File: src/rtl/video_frame_pkg.sv
// Shared types and the buffer address helper for the frame-buffer scheduler.
package video_frame_pkg;

    // Lifecycle of one frame buffer in RAM.
    typedef enum logic [1:0] {
        BUF_FREE    = 2'd0,
        BUF_WRITING = 2'd1,
        BUF_READY   = 2'd2,
        BUF_READING = 2'd3
    } buf_state_t;

    // Producer FSM driving video_in_store.
    typedef enum logic [1:0] {
        P_IDLE    = 2'd0,
        P_ISSUE   = 2'd1,
        P_WRITING = 2'd2
    } prod_state_t;

    // Up to four buffers are supported.
    typedef logic [1:0] buf_idx_t;

    localparam int MAX_BUF = 4;

    // Base address of buffer idx built from shifts and adds only; always
    // called with constant base/stride so it folds into a constant table.
    function automatic logic [31:0] buf_addr(input buf_idx_t idx,
                                             input logic [31:0] base,
                                             input logic [31:0] stride);
        logic [31:0] a;
        case (idx)
            2'd0:    a = base;
            2'd1:    a = base + stride;
            2'd2:    a = base + (stride << 1);
            default: a = base + (stride << 1) + stride;
        endcase
        return a;
    endfunction

endpackage

File: src/rtl/video_irq_stretch.sv
// Stretches a single-cycle pulse into a level held for IRQ_CYCLES cycles;
// a new pulse while the level is high restarts the count.
module video_irq_stretch #(
    parameter int unsigned IRQ_CYCLES = 3
) (
    input  logic clk,
    input  logic nRST,
    input  logic pulse,
    output logic irq
);
    localparam int CW = $clog2(IRQ_CYCLES + 1);

    logic [CW-1:0] cnt;

    // Load on pulse, otherwise count down to zero.
    always_ff @(posedge clk or negedge nRST) begin
        if (!nRST) begin
            cnt <= '0;
        end else if (pulse) begin
            cnt <= CW'(IRQ_CYCLES);
        end else if (cnt != '0) begin
            cnt <= cnt - 1'b1;
        end
    end

    assign irq = (cnt != '0);

endmodule

File: src/rtl/video_frame_buf_sched.sv
// Latest-frame triple-buffer scheduler between video_in_store (producer)
// and the video output reader (consumer).
//
// Interface handshake: store_ctr[0] is a one-cycle new-address strobe; the
// matching store_addr is loaded one cycle before the strobe and held until
// the next strobe. store_done is a one-cycle completion pulse accepted only
// while the producer is in P_WRITING. rd_frame_req is a one-cycle vsync
// pulse; rd_addr/rd_valid update on the following cycle.
module video_frame_buf_sched
    import video_frame_pkg::*;
#(
    parameter int unsigned NB_BUF      = 3,
    parameter logic [31:0] BASE_ADDR   = 32'h4000_0000,
    parameter int unsigned FRAME_BYTES = 307200,
    parameter int unsigned IRQ_CYCLES  = 3
) (
    input  logic        clk,
    input  logic        nRST,
    input  logic        enable,
    output logic [31:0] store_ctr,
    output logic [31:0] store_addr,
    input  logic        store_done,
    input  logic        rd_frame_req,
    output logic [31:0] rd_addr,
    output logic        rd_valid,
    output logic        irq,
    output logic [15:0] dropped_cnt,
    output logic        err,
    output prod_state_t dbg_state
);
    localparam logic [31:0] STRIDE = 32'(FRAME_BYTES);

    localparam logic [31:0] ADDR_TAB [0:MAX_BUF-1] = '{
        buf_addr(2'd0, BASE_ADDR, STRIDE),
        buf_addr(2'd1, BASE_ADDR, STRIDE),
        buf_addr(2'd2, BASE_ADDR, STRIDE),
        buf_addr(2'd3, BASE_ADDR, STRIDE)
    };

    prod_state_t state, nstate;
    buf_state_t  bstate [NB_BUF];
    buf_state_t  nb     [NB_BUF];
    logic        strobe_q;
    logic [31:0] n_store_addr, n_rd_addr;
    logic        n_rd_valid, n_err;
    logic [15:0] n_drop;
    logic        done_acc, need_pick;
    logic        rdy_found, free_found;
    buf_idx_t    rdy_idx, free_idx;

    // Next-state for producer, buffer table and reader; done is resolved
    // before the reader, and the free-buffer pick comes last so it sees
    // buffers released by either.
    always_comb begin
        nstate       = state;
        nb           = bstate;
        n_store_addr = store_addr;
        n_rd_addr    = rd_addr;
        n_rd_valid   = rd_valid;
        n_drop       = dropped_cnt;
        n_err        = err;
        done_acc     = 1'b0;
        need_pick    = 1'b0;
        rdy_found    = 1'b0;
        rdy_idx      = '0;
        free_found   = 1'b0;
        free_idx     = '0;

        case (state)
            P_IDLE:    need_pick = enable;
            P_ISSUE:   nstate = P_WRITING;
            P_WRITING: done_acc = store_done;
            default:   nstate = P_IDLE;
        endcase

        if (store_done && (state != P_WRITING)) begin
            n_err = 1'b1;
        end

        if (done_acc) begin
            for (int i = 0; i < NB_BUF; i++) begin
                if (nb[i] == BUF_READY) begin
                    nb[i] = BUF_FREE;
                    if (n_drop != 16'hFFFF) begin
                        n_drop = n_drop + 16'd1;
                    end
                end
            end
            for (int i = 0; i < NB_BUF; i++) begin
                if (nb[i] == BUF_WRITING) begin
                    nb[i] = BUF_READY;
                end
            end
            if (enable) begin
                need_pick = 1'b1;
            end else begin
                nstate = P_IDLE;
            end
        end

        if (rd_frame_req) begin
            for (int i = 0; i < NB_BUF; i++) begin
                if (nb[i] == BUF_READY) begin
                    rdy_found = 1'b1;
                    rdy_idx   = buf_idx_t'(i);
                end
            end
            if (rdy_found) begin
                for (int i = 0; i < NB_BUF; i++) begin
                    if (nb[i] == BUF_READING) begin
                        nb[i] = BUF_FREE;
                    end
                end
                nb[rdy_idx] = BUF_READING;
                n_rd_addr   = ADDR_TAB[rdy_idx];
                n_rd_valid  = 1'b1;
            end
        end

        if (need_pick) begin
            for (int i = NB_BUF - 1; i >= 0; i--) begin
                if (nb[i] == BUF_FREE) begin
                    free_found = 1'b1;
                    free_idx   = buf_idx_t'(i);
                end
            end
            if (free_found) begin
                nb[free_idx] = BUF_WRITING;
                n_store_addr = ADDR_TAB[free_idx];
                nstate       = P_ISSUE;
            end else begin
                nstate = P_IDLE;
            end
        end
    end

    // State and output registers; the strobe is registered from P_ISSUE so
    // store_addr is already stable when bit0 rises.
    always_ff @(posedge clk or negedge nRST) begin
        if (!nRST) begin
            state       <= P_IDLE;
            for (int i = 0; i < NB_BUF; i++) begin
                bstate[i] <= BUF_FREE;
            end
            strobe_q    <= 1'b0;
            store_addr  <= BASE_ADDR;
            rd_addr     <= BASE_ADDR;
            rd_valid    <= 1'b0;
            dropped_cnt <= '0;
            err         <= 1'b0;
        end else begin
            state       <= nstate;
            bstate      <= nb;
            strobe_q    <= (state == P_ISSUE);
            store_addr  <= n_store_addr;
            rd_addr     <= n_rd_addr;
            rd_valid    <= n_rd_valid;
            dropped_cnt <= n_drop;
            err         <= n_err;
        end
    end

    assign store_ctr = {31'b0, strobe_q};
    assign dbg_state = state;

    video_irq_stretch #(
        .IRQ_CYCLES(IRQ_CYCLES)
    ) u_irq (
        .clk   (clk),
        .nRST  (nRST),
        .pulse (done_acc),
        .irq   (irq)
    );

endmodule

File: config.mk
export PLATFORM = sky130hd
export DESIGN_NAME = video_frame_buf_sched
export DESIGN_NICKNAME = d
export VERILOG_FILES = /design/src/rtl/video_frame_pkg.sv /design/src/rtl/video_irq_stretch.sv /design/src/rtl/video_frame_buf_sched.sv
export SDC_FILE = /design/constraint.sdc
export NUM_CORES = 1
export LEC_CHECK = 0
export CELL_PAD_IN_SITES_DETAIL_PLACEMENT = 0
export CELL_PAD_IN_SITES_GLOBAL_PLACEMENT = 2
export CORE_ASPECT_RATIO = 1.4
export CORE_MARGIN = 1
export CORE_UTILIZATION = 28
export CTS_BUF_LIST = sky130_fd_sc_hd__clkbuf_16
export DETAILED_ROUTE_END_ITERATION = 12
export GPL_ROUTABILITY_DRIVEN = 0
export PLACE_DENSITY_LB_ADDON = 0.3
export SYNTH_ARGS = -nofsm -noshare
export SYNTH_HDL_FRONTEND = slang
export SYNTH_SLANG_ARGS = --single-unit
File: constraint.sdc
create_clock -name clk -period 5.2 [get_ports clk]
set_clock_uncertainty 0.1 [all_clocks]
set_input_delay 1.04 -clock clk [delete_from_list [all_inputs] [get_ports clk]]
set_output_delay 1.04 -clock clk [all_outputs]
set_load 0.005 [all_outputs]
Yosys cells after proc, flatten, opt, wreduce, memory -nomap -nowiden
Index checks and enable logic that the tools add are counted.
Word-level totals
  output and inout bits: 117
  word-level logic and storage cells: 122
  flip-flop bits (word level): 93
Cells by class
  reduce and logical (&&, ||, !) cells: 12
  bitwise logic cells: 6
  mux-type cells: 67
  equality and inequality tests: 18
  $add $sub $neg: 4
  magnitude comparators: 4
Operators by type and width (number)
  $bmux 32 s2: 2
  $mux 16: 8
  $mux 32: 4
  $mux 2: 31
  $add 16x1->16 const B: 3
  $ne 16x16->1 const B: 3
  $mux 6: 5
  $eq 2x2->1 const B: 10
  $mux 1: 14
  $demux 2 s2: 2
  $eq 2x1->1 const B: 4
  $logic_not 2->1: 4
  $ge 3x3->1 const B: 2
  $lt 3x1->1 const B: 2
  $not 2->3: 2
  $or 6x6->6: 1
  $pmux 2 s2: 1
  $reduce_and 2->1: 2
  $reduce_bool 2->1: 2
  $and 3x3->3: 1
  $logic_and 1x1->1: 3
  $not 3->3: 1
  $or 3x3->3: 1
  $ne 2x2->1 const B: 1
  2 further kinds: 2

Depth between registers and ports, before layout
  word-level depth: 32
  mapped depth: 19
  mapped depth without buffers: 17

Hierarchy
From an unflattened synthesis, not the netlist that was laid out.
Second synthesis, totals
  cells, all modules: 579
  area total of the unflattened synthesis: 4508.1 um2
Modules (own cells, without submodules)
  video_frame_buf_sched: seq. area each 925.9 um2, times used 1, area an instance 4398.0 um2, cells each 568
  video_irq_stretch: seq. area each 50.0 um2, times used 1, area an instance 110.1 um2, cells each 11

Worst setup path before layout
No wires, ideal clock.
  path type: reg-to-reg
  start: reg dropped_cnt[1]
  end: reg dropped_cnt[8]
  library setup time: 0.131 ns
  period minus slack after synthesis: 4.679 ns
  stages on the path, launching flop included: 19
  path buffers: 1
  path slack: 0.521 ns
  arrival: 4.448 ns
  data required time: 4.969 ns
  cells stage by stage: dfrtp_1 > ha_1 > nand4_2 > nor4_1 > clkbuf_1 > nor2_1 > mux2_2 > ha_1 > inv_1 > a21oi_1 > o21a_1 > a21oi_1 > mux2_2 > ha_1 > o211ai_1 > nor3_2 > a41oi_4 > and4bb_1 > or3_1
On the way
  longest elaborated chain between the ends: 11
Ends and longest elaborated chain
  start: declaration: line video_frame_buf_sched.sv:27  | output logic [15:0] dropped_cnt,
  start signal: assignment: line video_frame_buf_sched.sv:158  | dropped_cnt <= n_drop;
  $add 16x1->16 or $ne 16x16->1 (tied branches): line video_frame_buf_sched.sv:85, video_frame_buf_sched.sv:84
  $mux 16: line video_frame_buf_sched.sv:84  | if (n_drop != 16'hFFFF) begin
  $mux 16 *: line video_frame_buf_sched.sv:82  | if (nb[i] == BUF_READY) begin
  $mux 16 *: line video_frame_buf_sched.sv:80  | if (done_acc) begin
  $add 16x1->16 or $ne 16x16->1 (tied branches): line video_frame_buf_sched.sv:85, video_frame_buf_sched.sv:84
  $mux 16: line video_frame_buf_sched.sv:84
  $mux 16 *: line video_frame_buf_sched.sv:82
  $mux 16 *: line video_frame_buf_sched.sv:80
  $add 16x1->16 or $ne 16x16->1 (tied branches): line video_frame_buf_sched.sv:85, video_frame_buf_sched.sv:84
  $mux 16: line video_frame_buf_sched.sv:84
  $mux 16 *: line video_frame_buf_sched.sv:82
Mark *: on every way between the ends. The rest lies on a longest branch, timed or not. The select of a mux whose other input is x is not followed.
A chain may end at the register's enable or synchronous reset.

Worst setup path after layout
Same ends and word-level chain as after synthesis.

==> summary.txt <==
Run status
  – Status: finished, final reports clean

Flow run
  – # Max-Cap Violations: 0

Yosys
  – Mapped Cells: 545
  – Synth Register Bits: 40
  – Async S/R FF share, synth: 100%
  – Mean Syn Cell Area: 7.90 um2
  – Register area share after synthesis: 23.2%
  – Post-synthesis cell area: 0.00431 mm2
  – Distinct cells, synth: 77
  – Synth Flop Type: dfrtp_1
  – Synth warn: 0
  – EDFF count, synth: 0

Clock network
  – TritonCTS buffer count: 5
  – Insertion delay to the later sink of the worst-skew pair: 0.29 ns
  – CTS tree: built
  – Postcts setup bufs: 0
  – Clock Pin Slew Worst Setup and Hold Paths: 0.06 ns
  – Clk sinks: 40
  – Buffer levels on the longest clock path: 2
  – H-tree depth: 2
  – CTS Hold Bufs: 0
  – Clock root buffer: clkbuf_16

Floorplan
  – Core ar.: 0.0151 mm2
  – Starting Density: 28.6%
  – Die W: 107 um
  – I/O Pins: 122
  – # rows: 53
  – Die area: 0.0159 mm2
  – DIE HEIGHT: 149 um

Final layout
  – Filler cells: 1,628
  – Layout Utilization: 32.5%
  – Most frequent cells in the layout: conb_1, nand2_1, nor2_1
  – Share of layout cells above drive strength 1: 10.6%
  – Non-Filler Instances: 786
  – Diode count: 0
  – Nets: 611
  – Commonest non-fill, non-tap cell in the layout: conb_1
  – Post-route cell area: 0.00490 mm2
  – P&R area growth vs syn: 13.7%

Critical path
  – Worst path bufs/invs: 3
  – CP arrival: 4.88 ns
  – CP peak stage delay: 0.62 ns
  – Type of element capturing the critical path: flip-flop
  – CP Max Fanout: 18
  – Cell depth of the worst setup path: 19
  – Crit Path Class: flip-flop to flip-flop
  – Reg2Reg Depth: 19
  – Most common cell on crit path: ha_1
  – Cell Chain, Critical Path: ha_1 > nand4_2 > nor4_1 > nor2_1 > mux2_2 > ha_1 > inv_1 > a21oi_1 > o21a_1 > a21oi_1 > mux2_2 > ha_1 > o211ai_1 > nor3_2 > buf_4 > a41oi_4 > buf_4 > nor3_1 > or3_1
  – CP top delay family: simple AND/OR/NAND/NOR gates
  – Worst endpoint required time: 5.26 ns
  – Worst path slowest cell: nor2_1
  – Startpoint Class: flip-flop

Drt
  – Post-DR vias/cell: 4.90
  – Wire length per cell: 16.2 um
  – Number of DRC markers in iteration 0: 216
  – DR vias: 3,850
  – Post-route ant nets: 0
  – Routed wire length: 12.7 mm
  – DRC violation count after routing: 0
  – TritonRoute pass-1 iters: 4

STA
  – PnR worst setup slack: 0.385 ns
  – Final Cycle Share: 92.6%
  – RSZ-0062 raised after global routing: no
  – Slew at the pin closest to its max-slew limit: 0.990 ns
  – Final setup violating endpoints: 0
  – Slew HR: 34.0%
  – Final hold violations: 0
  – Hold slack: 0.364 ns
  – Setup TNS Final: 0 ns
  – Final Max Slew Viols: 0
  – Fin crit period: 4.82 ns
  – Highest clock rate: 208 MHz

Place
  – Placed cell count: 779
  – Placed Area: 0.00475 mm2
  – Hpwl dp: 10.0 mm
  – # port buffers: 42
  – DP Worst Slack: 0.233 ns

Power
  – Power density cells: 549 mW/mm2
  – Leak Pwr: 2.09 nW
  – Maximum vdd drop: 252 uV
  – Pwr Total: 2.69 mW

Global route
  – Initial antenna violation count: 0
  – Pin count of the biggest net entering global routing: 41
  – First-pass GRT wire length: 20.2 mm
  – Gr ovfl total: 0
  – Overall routing resource usage: 16.4%
  – Vias in the first global route: 3,767

Hold path
  – Hold-critical path depth: 1
  – Worst Hold Class: flip-flop to flip-flop
## path summary, 6_finish.rpt
check | start | to | slack, ns
setup / recovery | dropped_cnt[1] | dropped_cnt[8] | 0.38
max in group asynchronous | nRST | rd_addr[19] | 3.57
hold / removal | err | err | 0.36
min in group asynchronous | nRST | u_irq.cnt[1] | 0.80
setup reg to reg | dropped_cnt[1] | dropped_cnt[8] | 0.38
hold reg to reg | err | err | 0.36
## routing by layer
metal,up-vias,global-route usage (%),share of wire [%]
li1,1885,-,-
met1,1836,19.6,42
met2,108,29.4,53
met3,21,1.27,2.5
met4,0,7.81,3.1
met5,-,0,0
## kinds of logic after synthesis
logic type	after synthesis	synth area share [%]
buffers and inverters	129	19.0
xor gates and xnor gates	26	5.29
other	2	0.174
adders and majority gates	12	3.49
AOI/OAI and AO/OA	110	18.8
DFF	40	23.2
muxes	15	4.01
and+or+nand+nor	211	26.0
## cell type report
| type | instances | area (um2) | share of cell area, % |
|---|---|---|---|
| Multi-Input combinational cell | 453 | 2790 | 57.0 |
| Tap cell | 192 | 240 | 4.90 |
| Clock buffer | 5 | 125 | 2.55 |
| Inverter | 20 | 75.1 | 1.53 |
| Timing Repair Buffer | 74 | 656 | 13.4 |
| Clock inverter | 2 | 7.51 | 0.153 |
| Sequential cell | 40 | 1000 | 20.4 |
## sequential cells by signal, summed over array words and instances, names as in the netlist
name	flops
bstate	6
u_irq.cnt	2
rd_valid	1
strobe_q	1
store_addr	6
err	1
dropped_cnt	16
rd_addr	5
dbg_state	2
## what timing repair did
item | CTS | global route
resized for setup | 0 | 3
setup endpoints to repair | 0 | 10
endpoints found under the hold margin | 0 | 0
## synthesized netlist by cell type, types with 4 or more instances
library cell / instances / area share (%)
nor4_1: 9 / 1.3
nand2b_1: 12 / 1.7
clkbuf_1: 18 / 1.6
and2_1: 9 / 1.3
xnor2_1: 13 / 2.6
a211oi_1: 5 / 0.87
inv_1: 20 / 1.7
o31ai_1: 5 / 0.87
nor2_1: 42 / 3.7
nand4_1: 15 / 2.2
o21a_1: 5 / 0.87
a21o_1: 6 / 1.0
nand2_1: 44 / 3.8
buf_4: 86 / 15
mux2i_1: 6 / 1.4
o21ai_0: 15 / 1.7
ha_1: 12 / 3.5
a31o_1: 4 / 0.81
nand3_1: 28 / 3.3
o211ai_1: 5 / 0.87
and3_1: 7 / 1.0
mux2_2: 8 / 2.1
nor3_1: 15 / 1.7
a21oi_1: 18 / 2.1
or4_1: 4 / 0.70
dfrtp_1: 40 / 23
a31oi_1: 12 / 1.7
xor2_1: 13 / 2.6
## power by group
| group | internal, mW | switching (mW) |
|---|---|---|
| Sequential | 0.434 | 0.130 |
| Clock | 0.172 | 0.128 |
| Combinational | 0.782 | 1.04 |
| Total | 1.39 | 1.30 |
## worst reg2reg max path, delay by kind of cell, from the launching register on
kind            cells  cell delay, ns
compound gates      5            0.73
mux                 2            0.82
simple gates        6            1.31
flops               1            0.47
buf+inv             3            0.53
fa+ha+maj           3            0.72
Note: power is estimated with default switching activity, not from simulation.
